$ cat config.mk
export PLATFORM = sky130hd
export DESIGN_NAME = estimador_mux_sched
export DESIGN_NICKNAME = d
export VERILOG_FILES = /design/src/rtl/estimador_sched_pkg.sv /design/src/rtl/estimador_rr_arb3.sv /design/src/rtl/estimador_mux_sched.sv
export SDC_FILE = /design/constraint.sdc
export NUM_CORES = 1
export LEC_CHECK = 0
export ABC_AREA = 1
export ABC_CLOCK_PERIOD_IN_PS = 2600
export BUFFER_PORTS_ARGS = -buffer_cell sky130_fd_sc_hd__buf_2
export CAP_MARGIN = 5
export CORE_MARGIN = 2
export CORE_UTILIZATION = 47
export DETAILED_ROUTE_END_ITERATION = 12
export PLACE_DENSITY = 0.8
export SLEW_MARGIN = 40
export SYNTH_ARGS = -nofsm -noshare
export SYNTH_HDL_FRONTEND = slang
export SYNTH_SLANG_ARGS = --single-unit
$ cat constraint.sdc
create_clock -name ap_clk -period 2.6 [get_ports ap_clk]
set_clock_uncertainty 0.2 [all_clocks]
set_input_delay 0.39 -clock ap_clk [delete_from_list [all_inputs] [get_ports ap_clk]]
set_output_delay 0.39 -clock ap_clk [all_outputs]
set_load 0.1 [all_outputs]
$ cat src/rtl/estimador_sched_pkg.sv
`default_nettype none
// +-----------------------------------------------------------------------+
// | estimador_sched_pkg : shared encodings for the operand-mux scheduler |
// | Revision: 1.0                                                         |
// +-----------------------------------------------------------------------+
package estimador_sched_pkg;

  typedef enum logic [1:0] {
    ST_IDLE  = 2'd0,
    ST_RUN   = 2'd1,
    ST_DRAIN = 2'd2
  } state_t;

  localparam logic [1:0] SEL_D0 = 2'b00;
  localparam logic [1:0] SEL_D1 = 2'b01;
  localparam logic [1:0] SEL_D2 = 2'b10;

  localparam int LATENCY_DEFAULT = 4;

  function automatic logic [1:0] sel_from_gnt(input logic [2:0] gnt);
    case (gnt)
      3'b010:  sel_from_gnt = SEL_D1;
      3'b100:  sel_from_gnt = SEL_D2;
      default: sel_from_gnt = SEL_D0;
    endcase
  endfunction

  function automatic logic [2:0] owner_onehot(input logic [1:0] sel);
    case (sel)
      SEL_D0:  owner_onehot = 3'b001;
      SEL_D1:  owner_onehot = 3'b010;
      SEL_D2:  owner_onehot = 3'b100;
      default: owner_onehot = 3'b000;
    endcase
  endfunction

endpackage
`default_nettype wire

$ cat src/rtl/estimador_rr_arb3.sv
`default_nettype none
// +-----------------------------------------------------------------------+
// | estimador_rr_arb3 : 3-way round-robin arbiter, one-hot grant          |
// | Revision: 1.0                                                         |
// +-----------------------------------------------------------------------+
module estimador_rr_arb3 (
  input  logic [2:0] req,
  input  logic [1:0] last,
  output logic [2:0] gnt
);

  // Search starts just after the last winner and wraps 2 -> 0.
  always_comb begin
    gnt = 3'b000;
    case (last)
      2'd0: begin
        if (req[1])      gnt = 3'b010;
        else if (req[2]) gnt = 3'b100;
        else if (req[0]) gnt = 3'b001;
      end
      2'd1: begin
        if (req[2])      gnt = 3'b100;
        else if (req[0]) gnt = 3'b001;
        else if (req[1]) gnt = 3'b010;
      end
      default: begin
        if (req[0])      gnt = 3'b001;
        else if (req[1]) gnt = 3'b010;
        else if (req[2]) gnt = 3'b100;
      end
    endcase
  end

endmodule
`default_nettype wire

$ cat src/rtl/estimador_mux_sched.sv
`default_nettype none
// +-----------------------------------------------------------------------+
// | estimador_mux_sched : schedules 3 requesters onto one pipelined unit  |
// | Revision: 1.0                                                         |
// +-----------------------------------------------------------------------+
module estimador_mux_sched
  import estimador_sched_pkg::*;
#(
  parameter int DATA_WIDTH = 32,
  parameter int LATENCY    = LATENCY_DEFAULT
) (
  input  logic                  ap_clk,
  input  logic                  ap_rst_n,
  input  logic                  ap_start,
  output logic                  ap_idle,
  output logic                  ap_done,
  input  logic [2:0]            req_valid,
  output logic [2:0]            req_ready,
  output logic [1:0]            mux_sel,
  output logic                  issue_valid,
  input  logic [DATA_WIDTH-1:0] unit_result,
  output logic [2:0]            rsp_valid,
  output logic [DATA_WIDTH-1:0] rsp_data
);

  localparam int              c_cnt_w   = $clog2(LATENCY + 2);
  localparam logic [c_cnt_w-1:0] c_cnt_one = 1;

  state_t                r_state;
  state_t                w_state_nxt;
  logic                  r_done;
  logic [1:0]            r_last;
  logic [1:0]            r_sel;
  logic [2:0]            w_gnt;
  logic                  r_tag_v   [LATENCY];
  logic [1:0]            r_tag_own [LATENCY];
  logic [c_cnt_w-1:0]    r_inflight;
  logic [2:0]            r_rsp_valid;
  logic [DATA_WIDTH-1:0] r_rsp_data;

  estimador_rr_arb3 u_arb (
    .req  (req_valid),
    .last (r_last),
    .gnt  (w_gnt)
  );

  assign req_ready   = (r_state == ST_RUN) ? w_gnt : 3'b000;
  assign issue_valid = |req_ready;
  assign mux_sel     = issue_valid ? sel_from_gnt(req_ready) : r_sel;
  assign ap_idle     = (r_state == ST_IDLE);
  assign ap_done     = r_done;
  assign rsp_valid   = r_rsp_valid;
  assign rsp_data    = r_rsp_data;

  always_comb begin
    w_state_nxt = r_state;
    case (r_state)
      ST_IDLE:  if (ap_start)          w_state_nxt = ST_RUN;
      ST_RUN:   if (!ap_start)         w_state_nxt = ST_DRAIN;
      ST_DRAIN: if (r_inflight == '0)  w_state_nxt = ST_IDLE;
      default:                         w_state_nxt = ST_IDLE;
    endcase
  end

  always_ff @(posedge ap_clk) begin
    if (!ap_rst_n) begin
      r_state <= ST_IDLE;
      r_done  <= 1'b0;
      r_last  <= 2'd2;
      r_sel   <= SEL_D0;
    end else begin
      r_state <= w_state_nxt;
      r_done  <= (r_state == ST_DRAIN) && (w_state_nxt == ST_IDLE);
      if (issue_valid) begin
        r_last <= mux_sel;
        r_sel  <= mux_sel;
      end
    end
  end

  // Owner tags travel alongside the unit's own pipeline.
  always_ff @(posedge ap_clk) begin
    if (!ap_rst_n) begin
      for (int i = 0; i < LATENCY; i++) begin
        r_tag_v[i]   <= 1'b0;
        r_tag_own[i] <= SEL_D0;
      end
    end else begin
      r_tag_v[0]   <= issue_valid;
      r_tag_own[0] <= mux_sel;
      for (int i = 1; i < LATENCY; i++) begin
        r_tag_v[i]   <= r_tag_v[i-1];
        r_tag_own[i] <= r_tag_own[i-1];
      end
    end
  end

  always_ff @(posedge ap_clk) begin
    if (!ap_rst_n) begin
      r_rsp_valid <= 3'b000;
      r_rsp_data  <= '0;
    end else if (r_tag_v[LATENCY-1]) begin
      r_rsp_valid <= owner_onehot(r_tag_own[LATENCY-1]);
      r_rsp_data  <= unit_result;
    end else begin
      r_rsp_valid <= 3'b000;
    end
  end

  // A response leaves the count only once it has been presented.
  always_ff @(posedge ap_clk) begin
    if (!ap_rst_n) begin
      r_inflight <= '0;
    end else begin
      case ({issue_valid, |r_rsp_valid})
        2'b10:   r_inflight <= r_inflight + c_cnt_one;
        2'b01:   r_inflight <= r_inflight - c_cnt_one;
        default: r_inflight <= r_inflight;
      endcase
    end
  end

endmodule
`default_nettype wire

==> metrics <==
Die H 69.77 um; Pint approximately 1.1 mW; synth top area cells dfxtp_1, nor2_1, o21ai_0, inv_1, nand2_1; largest area contributor in the netlist dfxtp_1; Worst-Skew Late Latency around 300 ps; routed length per instance approximately 11 um; net switching power 0.4457 mW; DRT iter0 DRCs between 100 and 150; Pwr Density 623.3 nW/um^2; outcome finished clean; Placeable Area ~4100 um^2; PortBufs 80; vias in the first global route 1692; max cap viols 0; CTS tree yes; overall routing resource usage a little under a fifth; Clock power frac a little under a third; share of flip-flops with an asynchronous set or reset 0%; hpwl dp 3010 um; crit path time final 2316 ps; period utilization between 80 and 90%; Yosys top cell area share 55.14%; Final Hold Viols 0; setup TNS 0 ps; initial core utilization 49.76%; drt total wl 4245 um; Post-CTS Setup Bufs 0; largest net degree at the start of global routing 34; worst path cell trace inv_2 > nand2_2 > inv_2 > nand2_2 > nor2_4 > inv_2 > nand2_2 > nor2_4 > ha_1 > inv_1 > fa_1 > a21oi_1 > o21ai_0 > o21ai_0 > a21oi_1; final cell count without fillers between 300 and 400; worst path required time 2590 ps; drc violations 0; Die ar. 4868 um^2; clk slew on worst S/H paths 90 ps; sequential power share 55.6%; Cell variety after synth 21; Post-synth top flop dfxtp_1; Routed Antenna Nets 0; Area Growth Syn to Fin 25.60%; Slew Viols, Final 0; fmax 0.4318 GHz; sequential cell area fraction in the yosys report 55.14%; vias per inst 4.574; post-synthesis instance area between 2000 and 2500 um^2; most common cell in the netlist nor2_1; Min-Delay Path Class input pin to flop; gr ovfl total 0; Placed Cells 382; Crit path arrival time 2310 ps; Avg Cell Area, Syn 7.790 um^2; GRT Max-Usage Layer met2; post-route cell area roughly 2600 um^2; DIE WIDTH about 70 um; most frequent cells after synthesis nor2_1, dfxtp_1, o21ai_0; Synth Register Bits 56; Worst slew margin 65.00%; worst vdd ir 0.0004284 V; LEAKAGE 1.427 nW; hold_buf cts 0; pin slew with the least headroom to its limit approximately 520 ps; n_diodes 0; Via Count between 1500 and 2000; htree depth 2; TritonCTS buffer count 5; WS Path Type flop to flop; critical path peak fanout 3; GPL Wtd Cong 0.7557; # resized after CTS 0; met3 usage between 4 and 5%; M1 GR Usage between 20 and 25%; Rows 23; Syn Inst Count 261; synth warn 0; Root Buffer clkbuf_8; switching portion of total power ~28%; first-pass GRT wire length 7286 um; Synthesized Nets around 300; GRT met2 Usage 30.37%; Final setup viols 0; share of cells above drive strength 1 30.88%; clk sinks between 50 and 60; initial antenna violation count 0; RSZ-0062 raised after global routing no; # IOs between 80 and 90; Combinational Power Share 14.0%; 1st-pass router iterations 4; Total Nets Final 379; final core utilization 62.49%; crit path capture type flop; type of origin of the critical path flop; Crit path largest cell delay 380 ps; crit path max-delay cell type fa_1; Post-DP Area 2460 um^2; maximum root-to-sink buffer count 2; Post-synth EDFFs 0
critical path, delay by kind of cell (launching register included):
family / cells / cell delay [ps]
buf+inv: 4 / 260
flops: 1 / 370
simple gates: 5 / 380
compound gates: 4 / 460
fa+ha+maj: 2 / 540
cell type report:
| class | instances | area [um^2] |
|---|---|---|
| Timing Repair Buffer | 82 | 415.4 |
| Sequential cell | 56 | 1121 |
| Multi-Input combinational cell | 162 | 740.7 |
| Fill cell | 374 | 1533 |
| Inverter | 32 | 120.1 |
| Tap cell | 50 | 62.56 |
| Clock inverter | 1 | 7.507 |
| Clock buffer | 7 | 86.33 |
state kept, by name (all words and copies together) (netlist names):
name,count
ap_done,1
r_state,2
r_tag_v,4
rsp_valid,3
r_last,2
r_tag_own,8
rsp_data,32
r_sel,1
r_inflight,3
power by group through the flow:
| stage | combinational [mW] | clock (mW) | sequential, mW |
|---|---|---|---|
| after detailed placement | 0.223 | 0 | 0.905 |
| final | 0.222 | 0.485 | 0.885 |
| after CTS | 0.224 | 0.502 | 0.885 |
| after floorplan | 0.117 | 0 | 0.955 |
| after global placement | 0.221 | 0 | 0.905 |
| after global routing | 0.240 | 0.529 | 0.888 |
metal layers:
layer  share of wire (%)  up-vias
met2                  47       65
met5                   0        -
met3                 7.3        7
met1                  44      758
li1                    -      954
met4                 1.4        0
placed cells by master, fill, tap and decap left out, types with 4 or more instances in the layout:
| master | instances |
|---|---|
| a21oi_1 | 4 |
| inv_2 | 6 |
| clkbuf_8 | 6 |
| buf_2 | 80 |
| dfxtp_1 | 56 |
| nand2_1 | 24 |
| o21ai_0 | 36 |
| nand3_1 | 5 |
| inv_1 | 26 |
| nor2_1 | 75 |
| nand2_2 | 4 |
cells by family (layout without fill, tap and decap cells):
family | after synthesis | after routing | synth area share [%]
compound gates | 41 | 41 | 10.22
flops | 56 | 56 | 55.14
fa+ha+maj | 2 | 2 | 1.600
buf+inv | 43 | 122 | 8.431
simple gates | 119 | 119 | 24.62
per-stage QoR:
stage | power, mW | setup slack, ps | hold slack (ps)
2_1_floorplan | 1.072 | 11.33 | 186.4
3_3_place_gp | 1.125 | 286.0 | 191.9
3_5_place_dp | 1.128 | 211.9 | 198.2
4_1_cts | 1.611 | 288.9 | 92.02
5_1_grt | 1.657 | 88.42 | 104.0
6_report | 1.592 | 284.2 | 99.42
path summary, 6_finish.rpt:
| path | start | to | slack, ps | cells after the start |
|---|---|---|---|---|
| worst max-delay path | r_state[1] | r_inflight[2] | 280 | 15 |
| worst min-delay path | unit_result[12] | rsp_data[12] | 100 | 3 |
| worst max register to register | r_state[1] | r_inflight[2] | 280 | 15 |
| worst min register to register | r_tag_v[1] | r_tag_v[2] | 220 | 2 |
Note: power is estimated with default switching activity, not from simulation.
